==> src/rtl/io_port_responder.sv <==
// io_port_responder
//   Port-mapped I/O responder for a small CPU's OUT/IN bus. OUT writes
//   (io_strb high) update the peripheral registers. IN reads are answered
//   combinationally on in_port from port_id.
//   The block contains:
//     - an LED latch
//     - two-flop synchronisers for the switches and buttons
//     - a 16-bit down-counting timer
//     - a two-source maskable interrupt controller
//       (bit0 = timer expiry, bit1 = any button rising edge)
//
// Ports
//   clk        system clock, rising edge
//   rst_n      asynchronous active-low reset
//   port_id    I/O address from the CPU
//   out_port   OUT write data
//   io_strb    one-cycle OUT write strobe
//   in_port    IN read data, combinational from port_id
//   sw_in      raw asynchronous switches
//   btn_in     raw asynchronous buttons, active high
//   led_out    registered LED latch
//   interrupt  level interrupt = |(pending & mask)
module io_port_responder #(
  parameter int N_BTN = 4,
  parameter int TMR_W = 16   // LO/HI byte map assumes 16
) (
  input  logic             clk,
  input  logic             rst_n,
  input  logic [7:0]       port_id,
  input  logic [7:0]       out_port,
  input  logic             io_strb,
  output logic [7:0]       in_port,
  input  logic [7:0]       sw_in,
  input  logic [N_BTN-1:0] btn_in,
  output logic [7:0]       led_out,
  output logic             interrupt
);

  localparam logic [7:0] WR_LED  = 8'h40;
  localparam logic [7:0] WR_TLO  = 8'h41;
  localparam logic [7:0] WR_THI  = 8'h42;
  localparam logic [7:0] WR_CTRL = 8'h43;
  localparam logic [7:0] WR_ACK  = 8'h44;
  localparam logic [7:0] WR_MASK = 8'h45;

  logic [7:0]       led_q, led_d;
  logic [TMR_W-1:0] reload_q, reload_d;
  logic [TMR_W-1:0] cnt_q, cnt_d;
  logic             en_q, en_d;
  logic             auto_q, auto_d;
  logic [1:0]       pend_q, pend_d;
  logic [1:0]       mask_q, mask_d;
  logic [7:0]       sw_s1_q, sw_s2_q;
  logic [N_BTN-1:0] btn_s1_q, btn_s2_q, btn_prev_q;

  logic tmr_expire;
  logic btn_edge;
  logic [7:0] btn_byte;

  // Expiry depends only on the current state. A simultaneous CTRL write
  // overrides the counter update, but the expiry still raises pending.
  assign tmr_expire = en_q && (cnt_q == '0);
  assign btn_edge   = |(btn_s2_q & ~btn_prev_q);

  always_comb begin
    led_d    = led_q;
    reload_d = reload_q;
    cnt_d    = cnt_q;
    en_d     = en_q;
    auto_d   = auto_q;
    mask_d   = mask_q;
    pend_d   = pend_q;

    if (io_strb && port_id == WR_LED)  led_d          = out_port;
    if (io_strb && port_id == WR_TLO)  reload_d[7:0]  = out_port;
    if (io_strb && port_id == WR_THI)  reload_d[15:8] = out_port;
    if (io_strb && port_id == WR_MASK) mask_d         = out_port[1:0];

    if (io_strb && port_id == WR_CTRL) begin
      en_d   = out_port[0];
      auto_d = out_port[1];
      if (out_port[0]) cnt_d = reload_q;
    end else if (en_q) begin
      if (cnt_q != '0)  cnt_d = cnt_q - TMR_W'(1);
      else if (auto_q)  cnt_d = reload_q;
      else              en_d  = 1'b0;
    end

    // The acknowledge clear is applied first, so a set on the same edge wins.
    if (io_strb && port_id == WR_ACK) pend_d = pend_q & ~out_port[1:0];
    pend_d = pend_d | {btn_edge, tmr_expire};
  end

  always_ff @(posedge clk or negedge rst_n) begin
    if (!rst_n) begin
      led_q      <= '0;
      reload_q   <= '0;
      cnt_q      <= '0;
      en_q       <= 1'b0;
      auto_q     <= 1'b0;
      pend_q     <= '0;
      mask_q     <= '0;
      sw_s1_q    <= '0;
      sw_s2_q    <= '0;
      btn_s1_q   <= '0;
      btn_s2_q   <= '0;
      btn_prev_q <= '0;
    end else begin
      led_q      <= led_d;
      reload_q   <= reload_d;
      cnt_q      <= cnt_d;
      en_q       <= en_d;
      auto_q     <= auto_d;
      pend_q     <= pend_d;
      mask_q     <= mask_d;
      sw_s1_q    <= sw_in;
      sw_s2_q    <= sw_s1_q;
      btn_s1_q   <= btn_in;
      btn_s2_q   <= btn_s1_q;
      btn_prev_q <= btn_s2_q;
    end
  end

  always_comb begin
    btn_byte              = '0;
    btn_byte[N_BTN-1:0]   = btn_s2_q;
  end

  always_comb begin
    in_port = 8'h00;
    case (port_id)
      8'h20:   in_port = sw_s2_q;
      8'h21:   in_port = btn_byte;
      8'h22:   in_port = {6'b0, pend_q};
      8'h23:   in_port = cnt_q[7:0];
      8'h24:   in_port = cnt_q[15:8];
      8'h25:   in_port = {6'b0, mask_q};
      8'h26:   in_port = {6'b0, auto_q, en_q};
      default: in_port = 8'h00;
    endcase
  end

  assign led_out   = led_q;
  assign interrupt = |(pend_q & mask_q);

endmodule

==> config.mk <==
export PLATFORM = sky130hd
export DESIGN_NAME = io_port_responder
export DESIGN_NICKNAME = d
export VERILOG_FILES = /design/src/rtl/io_port_responder.sv
export SDC_FILE = /design/constraint.sdc
export NUM_CORES = 1
export LEC_CHECK = 0
export CAP_MARGIN = 30
export CORE_AREA = 5 5 74 103
export CTS_BUF_LIST = sky130_fd_sc_hd__clkbuf_4
export DETAILED_ROUTE_END_ITERATION = 10
export DIE_AREA = 0 0 79 108
export GPL_TIMING_DRIVEN = 1
export PLACE_DENSITY = 0.81
export SLEW_MARGIN = 20
export SYNTH_ARGS = -nofsm -noshare
export SYNTH_HDL_FRONTEND = slang
export SYNTH_SLANG_ARGS = --single-unit
export TNS_END_PERCENT = 1
==> constraint.sdc <==
create_clock -name clk -period 4 [get_ports clk]
set_input_delay 0.8 -clock clk [delete_from_list [all_inputs] [get_ports clk]]
set_output_delay 0.8 -clock clk [all_outputs]
set_load 0.005 [all_outputs]
==> metrics.yaml, run 1 <==
synthesis:
  synth_flop_cell: "dfrtp_1"
  synth_edf_count: 0
  synth_top_area_share_pct: 53.70
  syn_inst: 284
  synth_area_leader_cell: "dfrtp_1"
  yosys_warnings: 0
  yosys-top-cells-count: "74 x dfrtp_1, 18 x inv_1, 17 x mux2_2"
  ys_ff_latch: 74
  ys_seq_area_share_pct: 53.70
  synth.area.top_cells: "dfrtp_1 54%, mux2_2 5.6%, mux2i_1 3.5%"
  avgSynthCellArea_sq_um: 12.14
  synth_cell_types: 59
  synth_nets: 317
  synth.most_common_cell: "dfrtp_1"
  syn_area_sq_um: 3448
  synth-async-reset-ratio_pct: 100.0
pwr:
  clkPwrFrac_pct: 33.3
  internal_power_uw: 1147
  power.leakage_uw: 0.001866
  p_seq_share_pct: 53.7
  power.density_nw_per_um2: 375.3
  power.switching_uw: 414.1
  max-vdd-ir-drop_v: 0.0002300
  pwr-share-comb_pct: 13.0
  p_sw_share_pct: 26.53
global_route:
  grt.total_usage_pct: 20.60
  grt_pass1_wl_um: 13450
  antenna_found_initial: 0
  overflow: 0
  grt_pass1_vias: 2633
  grt_max_degree: 40
run_status:
  status: "complete, no violations"
sta:
  tns_ns: 0
  fmax_mhz: 261.4
  setup_violations: 0
  fin_skew_ns: 0.007440
  tightest_slew_ns: 0.7775
  finalCritPeriodShare_pct: 95.64
  rsz0062_at_grt: "no"
  min_period_ns: 3.826
  finalHoldViolCount: 0
  drv_slew: 0
  holdWs_ns: 0.3609
  relSlewSlack_pct: 48.17
route:
  routed_wl_um: 8057
  top_layer: "met4"
  drcViolationCount: 0
  drt-wirelength-per-cell_um: 19.32
  met3_length_um: 456
  viasPerCell: 6.115
  vias: 2550
  ant_nets: 0
  wl_met2_um: 4065
  drt-initial-drc-count: 172
  wl_met1_um: 3248
  firstDrtPassIters: 6
min_path:
  min_path_type: "reg2reg"
clock_tree:
  cts_made_buffers: 9
  cts.clk_slew.worst_paths_ns: 0.12
  cts-hold-fix-buffers: 0
  ctsHtreeMaxLevel: 3
  clockRootBuffer: "clkbuf_4"
  cts.sinks: 74
  clock_latency_ns: 0.41
  clockBufferDepth: 2
  postCtsSetupBuffers: 0
  cts_resized: 0
  cts_tree: "done"
floorplan:
  placementRows: 35
  die_h_um: 108
  start_util_pct: 52.85
  core_area_sq_um: 6525
  die_w_um: 79
  dieArea_sq_um: 8532
  io_pins: 48
worst_setup_path:
  end_kind: "output pin"
  cp.arrival_ns: 3.03
  required_ns: 3.20
  cp_max_fo: 5
  critPathLaunchType: "primary input"
  critical_path_class: "in2out"
run:
  maxCapViolCount: 0
placement:
  port_buffers: 47
  gp_congestion: 0.8953
  dp_hpwl_um: 5907
final_layout:
  drive_gt1_share_pct: 17.78
  final_nets: 371
  area_growth_pct: 20.61
  nFillCells: 501
  n_antenna_cell: 0
sequential cells by signal (all words and copies together) (netlist names):
register / count
en_q: 1
led_out: 8
auto_q: 1
cnt_q: 16
btn_s2_q: 4
btn_prev_q: 4
sw_s1_q: 8
reload_q: 16
pend_q: 2
btn_s1_q: 4
mask_q: 2
sw_s2_q: 8
kinds of logic after synthesis:
| group | after synthesis | share of synthesized area [%] |
|---|---|---|
| fa+ha+maj | 2 | 0.7256 |
| buf+inv | 30 | 4.100 |
| mux | 38 | 12.08 |
| flops | 74 | 53.70 |
| compound gates | 57 | 13.14 |
| simple gates | 83 | 16.26 |
metrics by stage:
step	cell area [sq um]	utilization (%)	instances	setup slack [ns]	total power, uW
final	4159	63.74	417	0.1745	1561
after global routing	4159	63.74	417	0.06360	1638
after CTS	4155	63.68	417	0.1133	1572
after detailed placement	3989	61.13	401	0.1240	1051
after global placement	3989	61.13	401	0.1379	1045
after floorplan	3448	-	284	1.078	949.2
power by group through the flow:
stage | registers, uW | clock network, uW | logic, uW
global route | 846 | 566 | 226
detailed placement | 853 | 0 | 199
finish | 839 | 519 | 203
CTS | 838 | 533 | 201
floorplan | 835 | 0 | 114
global placement | 851 | 0 | 194
path summary, 6_finish.rpt:
kind                                      startpoint  depth (start not counted)  slack [ns]                     to
worst max-delay path                      port_id[4]                          7        0.17             in_port[1]
worst min-delay path            sw_s1_q[7]$_DFF_PN0_                          0        0.36   sw_s2_q[7]$_DFF_PN0_
worst max register to register  cnt_q[0]$_DFFE_PN0P_                          7        1.56  cnt_q[15]$_DFFE_PN0P_
worst min register to register  sw_s1_q[7]$_DFF_PN0_                          0        0.36   sw_s2_q[7]$_DFF_PN0_
max in group asynchronous                      rst_n                          2        2.56   cnt_q[6]$_DFFE_PN0P_
min in group asynchronous                      rst_n                          1        0.45  btn_s1_q[2]$_DFF_PN0_
worst max-delay path, stage by stage:
cell and delay [ns]:
clkdlybuf4s50_1 0.43, or4b_4 0.58, or3_1 0.39, o22ai_1 0.18, a21oi_1 0.06, nand2_1 0.08, clkdlybuf4s50_1 0.50
cells in the final DEF (no fill, tap or decap), types with 4 or more instances in the layout:
cell,count
a222oi_1,6
a211oi_1,4
clkdlybuf4s50_1,46
mux2_1,8
a21oi_1,4
inv_1,18
nand3_1,13
mux2_2,17
o22ai_1,10
nor3_1,8
o21ai_1,4
nor2_1,9
mux2i_1,12
buf_4,7
clkbuf_4,10
a22oi_1,6
nand2_1,16
nand2b_1,5
dfrtp_1,74
cell type report:
class | count | area, sq um | share of cell area [%]
clock inverter | 6 | 91.34 | 2.196
inverter | 19 | 71.32 | 1.715
timing repair buffer | 54 | 518.0 | 12.45
clock buffer | 10 | 75.07 | 1.805
tap | 74 | 92.59 | 2.226
multi-input combinational | 180 | 1459 | 35.08
sequential | 74 | 1852 | 44.52
routing by layer:
layer	vias up	GRT usage, %
met3	20	3.583
li1	1179	-
met4	0	10.81
met2	105	35.00
met1	1246	24.86
met5	-	0
Note: power is estimated with default switching activity, not from simulation.
==> run 2, diff against run 1 <==
MAX_ROUTING_LAYER = met4   (was default)
SLEW_MARGIN = 30   (was 20)
==> metrics.yaml, run 2 (same netlist as run 1, synthesis figures left out) <==
route:
  drt-wirelength-per-cell_um: 19.12  # -1.1%
  ant_nets: 0  # unchanged
  drcViolationCount: 0  # unchanged
  vias: 2549  # -0.039%
  firstDrtPassIters: 5  # -1
  viasPerCell: 6.098  # -0.28%
  routed_wl_um: 7991  # -0.82%
  drt-initial-drc-count: 181  # +5.2%
clock_tree:
  cts.sinks: 74  # unchanged
  cts.clk_slew.worst_paths_ns: 0.13  # about the same
  clockBufferDepth: 2  # unchanged
  cts_made_buffers: 9  # unchanged
  cts-hold-fix-buffers: 0  # unchanged
  ctsHtreeMaxLevel: 3  # unchanged
  clockRootBuffer: "clkbuf_4"
  cts_tree: "done"
  clock_latency_ns: 0.42  # about the same
global_route:
  grt.total_usage_pct: 20.96  # +0.36 points
  antenna_found_initial: 1  # +1
  grt_pass1_wl_um: 13340  # -0.83%
  overflow: 0  # unchanged
  grt_pass1_vias: 2629  # -0.15%
  grt_max_degree: 41  # +2.5%
final_layout:
  multi_input_area_sq_um: 1459  # unchanged
  regArea_sq_um: 1852  # unchanged
  reg.largest.list: "cnt_q: 16 flops, reload_q: 16 flops"
  final_nets: 371  # unchanged
  final_core_util_pct: 63.13  # -0.61 points
  nFillCells: 535  # +6.8%
  final_cell_mix: "74 x dfrtp_1, 46 x clkdlybuf4s50_1, 18 x inv_1"
  drive_gt1_share_pct: 17.49  # -0.29 points
  area_growth_pct: 19.45
  layout_commonest_cell: "dfrtp_1"
sta:
  finalHoldViolCount: 0  # unchanged
  drv_slew: 0  # unchanged
  min_period_ns: 3.828  # +0.002588 ns
  fin_skew_ns: 0.01420  # +0.006756 ns
  tightest_slew_ns: 0.6224  # -0.1551 ns
  tns_ns: 0  # unchanged
  finalCritPeriodShare_pct: 95.70  # about the same
  setup_violations: 0  # unchanged
  fmax_mhz: 261.2  # about the same
  rsz0062_at_grt: "no"
  relSlewSlack_pct: 58.37  # +10 points
worst_setup_path:
  reg2reg_slack_ns: 1.68  # +0.12 ns
  critPathLaunchType: "primary input"
  r2r-end: "cnt_q[15]$_DFFE_PN0P_"
  cp.arrival_ns: 3.03  # about the same
  cp_max_fo: 5  # unchanged
  critical_path_class: "in2out"
  end_kind: "output pin"
  reg2reg_depth: 7  # unchanged
  required_ns: 3.20  # about the same
  rr_startpoint: "cnt_q[0]$_DFFE_PN0P_"
floorplan:
  placementRows: 35  # unchanged
  core_area_sq_um: 6525  # unchanged
  io_pins: 48  # unchanged
  dieArea_sq_um: 8532  # unchanged
  die_h_um: 108  # unchanged
  die_w_um: 79  # unchanged
  start_util_pct: 52.85  # unchanged
pwr:
  power.leakage_uw: 0.001849  # -0.93%
  power.density_nw_per_um2: 351.7  # -6.3%
  max-vdd-ir-drop_v: 0.0002940  # +28%
placement:
  port_buffers: 47  # unchanged
  dp_hpwl_um: 5894  # -0.20%
  gp_congestion: 0.9429  # +5.3%
run_status:
  status: "complete, no violations"
min_path:
  min_path_type: "in2async"
run:
  maxCapViolCount: 0  # unchanged
## run 2: cell count changes in the layout (fill, tap and decap cells not counted), sizes merged
cell and delta:
bufinv -2, clkbuf -1, clkinv +2, clkinvlp -1, diode +1, inv +2
## run 2: layout make-up
| cell class | instances | share of cell area [%] |
|---|---|---|
| well taps | 74 | 2.248 |
| inverters | 19 | 1.731 |
| flip-flops and latches | 74 | 44.96 |
| multi-input cells | 180 | 35.42 |
| clock inverters | 7 | 1.306 |
| repair buffers | 54 | 12.64 |
| diodes | 1 | 0.06075 |
| clock buffers | 9 | 1.640 |
## run 2: what timing repair did
action,CTS,global route
endpoints found under the setup margin,0,1
hold endpoints to repair,0,0
resized for setup,0,1
setup buffers,0,0
## run 2: worst max path at each step
stage	startpoint	end	slack, ns	cells past startpoint
after floorplan	port_id[4]	in_port[4]	1.08	5
after global placement	port_id[4]	in_port[0]	0.14	7
after detailed placement	port_id[4]	in_port[0]	0.12	7
after CTS	port_id[4]	in_port[0]	0.10	7
after global routing	port_id[4]	in_port[0]	0.05	7
final	port_id[4]	in_port[1]	0.17	7
## run 2: report_power, final
part	internal, uW	switching (uW)	total [uW]
Combinational	95.2	106	201
Clock	132	276	407
Sequential	791	49.4	841
## run 2: worst max-delay path: stages
cell and delay (ns):
clkdlybuf4s50_1 0.43, or4b_4 0.58, or3_1 0.39, o22ai_1 0.18, a21oi_1 0.05, nand2_1 0.09, clkdlybuf4s50_1 0.50
## run 2: metrics by stage
step | instance area, sq um | setup WS, ns | instances | total power, uW | hold slack [ns]
final | 4119 | 0.1719 | 418 | 1449 | 0.3230
after global placement | 3989 | 0.1405 | 401 | 1046 | 0.3317
after CTS | 4110 | 0.1044 | 417 | 1460 | 0.3657
after floorplan | 3448 | 1.078 | 284 | 949.2 | 0.3312
after global routing | 4119 | 0.05219 | 418 | 1523 | 0.3389
after detailed placement | 3989 | 0.1228 | 401 | 1051 | 0.3347
## run 2: metal layers
| metal | routed length, um | part of all wire, % | track usage, % | vias to the layer above |
|---|---|---|---|---|
| met5 | 0 | 0 | - | - |
| met4 | 316 | 4.0 | 10.32 | 0 |
| met3 | 339 | 4.2 | 3.417 | 20 |
| met2 | 4198 | 53 | 34.88 | 76 |
| met1 | 3135 | 39 | 24.57 | 1275 |
| li1 | - | - | - | 1178 |
==> run 3, diff against run 2 <==
CORE_AREA = 4 4 73 102   (was 5 5 74 103)
DIE_AREA = 0 0 77 106   (was 0 0 79 108)
==> metrics.yaml, run 3 (same netlist as run 1, synthesis figures left out) <==
min_path:
  min_path_cells: 0
  hold-path-endpoint: "btn_s2_q[2]$_DFF_PN0_"
  worstHoldStart: "btn_s1_q[2]$_DFF_PN0_"
  min_path_type: "reg2reg"
final_layout:
  nFillCells: 514  # -3.9%
  final_cell_mix: "74 x dfrtp_1, 46 x clkdlybuf4s50_1, 18 x inv_1"
  layout_commonest_cell: "dfrtp_1"
  drive_gt1_share_pct: 17.25  # -0.24 points
  n_antenna_cell: 0  # -1
  multi_input_area_sq_um: 1455  # -0.26%
  regArea_sq_um: 1852  # unchanged
  reg.largest.list: "cnt_q: 16 flops, reload_q: 16 flops"
  instances_no_fill: 416  # -0.48%
  final_nets: 371  # unchanged
  area_growth_pct: 19.74
clock_tree:
  cts_made_buffers: 9  # unchanged
  cts.sinks: 74  # unchanged
  cts-hold-fix-buffers: 0  # unchanged
  cts_resized: 0  # unchanged
  postCtsSetupBuffers: 0  # unchanged
  ctsHtreeMaxLevel: 3  # unchanged
  clockRootBuffer: "clkbuf_4"
  cts_tree: "done"
  clockBufferDepth: 2  # unchanged
  clock_latency_ns: 0.42  # about the same
  cts.clk_slew.worst_paths_ns: 0.12  # about the same
route:
  routed_wl_um: 8246  # +3.2%
  viasPerCell: 6.113  # +0.24%
  vias: 2543  # -0.24%
  drt-initial-drc-count: 207  # +14%
  ant_nets: 0  # unchanged
  drt-wirelength-per-cell_um: 19.82  # +3.7%
  drcViolationCount: 0  # unchanged
  firstDrtPassIters: 5  # unchanged
floorplan:
  dieArea_sq_um: 8162  # -4.3%
  die_h_um: 106  # -1.9%
  io_pins: 48  # unchanged
  start_util_pct: 52.85  # unchanged
  die_w_um: 77  # -2.5%
  placementRows: 35  # unchanged
  core_area_sq_um: 6525  # unchanged
placement:
  place_inst: 401  # unchanged
  port_buffers: 47  # unchanged
  dp_hpwl_um: 5935  # +0.68%
  gp_congestion: 0.9287  # -1.5%
worst_setup_path:
  required_ns: 3.20  # about the same
  r2r-end: "cnt_q[15]$_DFFE_PN0P_"
  path_cells: "clkdlybuf4s50_1, or4b_1, or3_1, o22ai_1, a21oi_1, nand2_1, clkdlybuf4s50_1"
  path_common_cell: "clkdlybuf4s50_1"
  critical_path_class: "in2out"
  end_kind: "output pin"
  reg2reg_depth: 7  # unchanged
  worst-path-buf-inv: 2  # unchanged
  critPathMaxStageDelay_ns: 0.64  # +0.06 ns
  critPathLaunchType: "primary input"
  cp_top_family: "simple AND/OR/NAND/NOR gates"
  crit_path_top_delay_cell: "or4b_1"
  rr_startpoint: "cnt_q[0]$_DFFE_PN0P_"
  cp.arrival_ns: 3.09  # +0.06 ns
  reg2reg_slack_ns: 1.64  # -0.04 ns
  cp_max_fo: 5  # unchanged
global_route:
  overflow: 0  # unchanged
  antenna_found_initial: 0  # -1
  grt_pass1_wl_um: 13510  # +1.3%
  grt_max_degree: 75  # +83%
  grt_pass1_vias: 2642  # +0.49%
  grt.total_usage_pct: 22.18  # +1.2 points
run_status:
  status: "complete, no violations"
sta:
  min_period_ns: 3.887  # +0.05848 ns
  fin_skew_ns: 0.01319  # -0.001009 ns
  relSlewSlack_pct: 56.82  # -1.5 points
  finalCritPeriodShare_pct: 97.16  # +1.5 points
  rsz0062_at_grt: "yes"
  fmax_mhz: 257.3  # -1.5%
  setup_violations: 0  # unchanged
  tns_ns: 0  # unchanged
  drv_slew: 0  # unchanged
  holdWs_ns: 0.3495  # +0.02657 ns
  finalHoldViolCount: 0  # unchanged
  tightest_slew_ns: 0.6476  # +0.02522 ns
run:
  maxCapViolCount: 0  # unchanged
pwr:
  power.total_uw: 1486  # +2.6%
  max-vdd-ir-drop_v: 0.0002873  # -2.3%
  power.density_nw_per_um2: 359.9  # +2.3%
  power.leakage_uw: 0.001847  # about the same
-- run 3: area by class of cell --
class / count / area share (%)
inverters: 19 / 1.727
multi-input cells: 180 / 35.24
flip-flops and latches: 74 / 44.85
repair buffers: 54 / 12.64
well taps: 74 / 2.242
clock inverters: 6 / 1.667
clock buffers: 9 / 1.636
-- run 3: metrics by stage --
stage / area (sq um) / setup WS, ns / util, %
after floorplan: 3448 / 1.078 / -
after global placement: 3989 / 0.1372 / 61.13
after detailed placement: 3989 / 0.1156 / 61.13
after CTS: 4125 / 0.1056 / 63.22
after global routing: 4129 / -0.0005145 / 63.28
final: 4129 / 0.1134 / 63.28
-- run 3: how the worst max path moves through the flow --
| stage | start | endpoint | cells past startpoint | slack, ns |
|---|---|---|---|---|
| floorplan | port_id[4] | in_port[4] | 5 | 1.08 |
| detailed placement | port_id[4] | in_port[3] | 7 | 0.12 |
| global route | port_id[4] | in_port[2] | 7 | -0.0005 |
| global placement | port_id[4] | in_port[0] | 7 | 0.14 |
| finish | port_id[4] | in_port[0] | 7 | 0.11 |
| CTS | port_id[4] | in_port[3] | 7 | 0.11 |
-- run 3: routing by layer --
metal,track usage [%],part of all wire [%]
met5,-,0
met4,12.85,4.3
met3,6.017,4.5
met2,35.22,53
met1,25.27,39
-- run 3: where the power goes --
part	internal (uW)	total [uW]	switching (uW)	leakage, uW
registers	791	840	49.3	0.000927
clock network	187	444	257	0.0000602
logic	95.4	202	106	0.000860
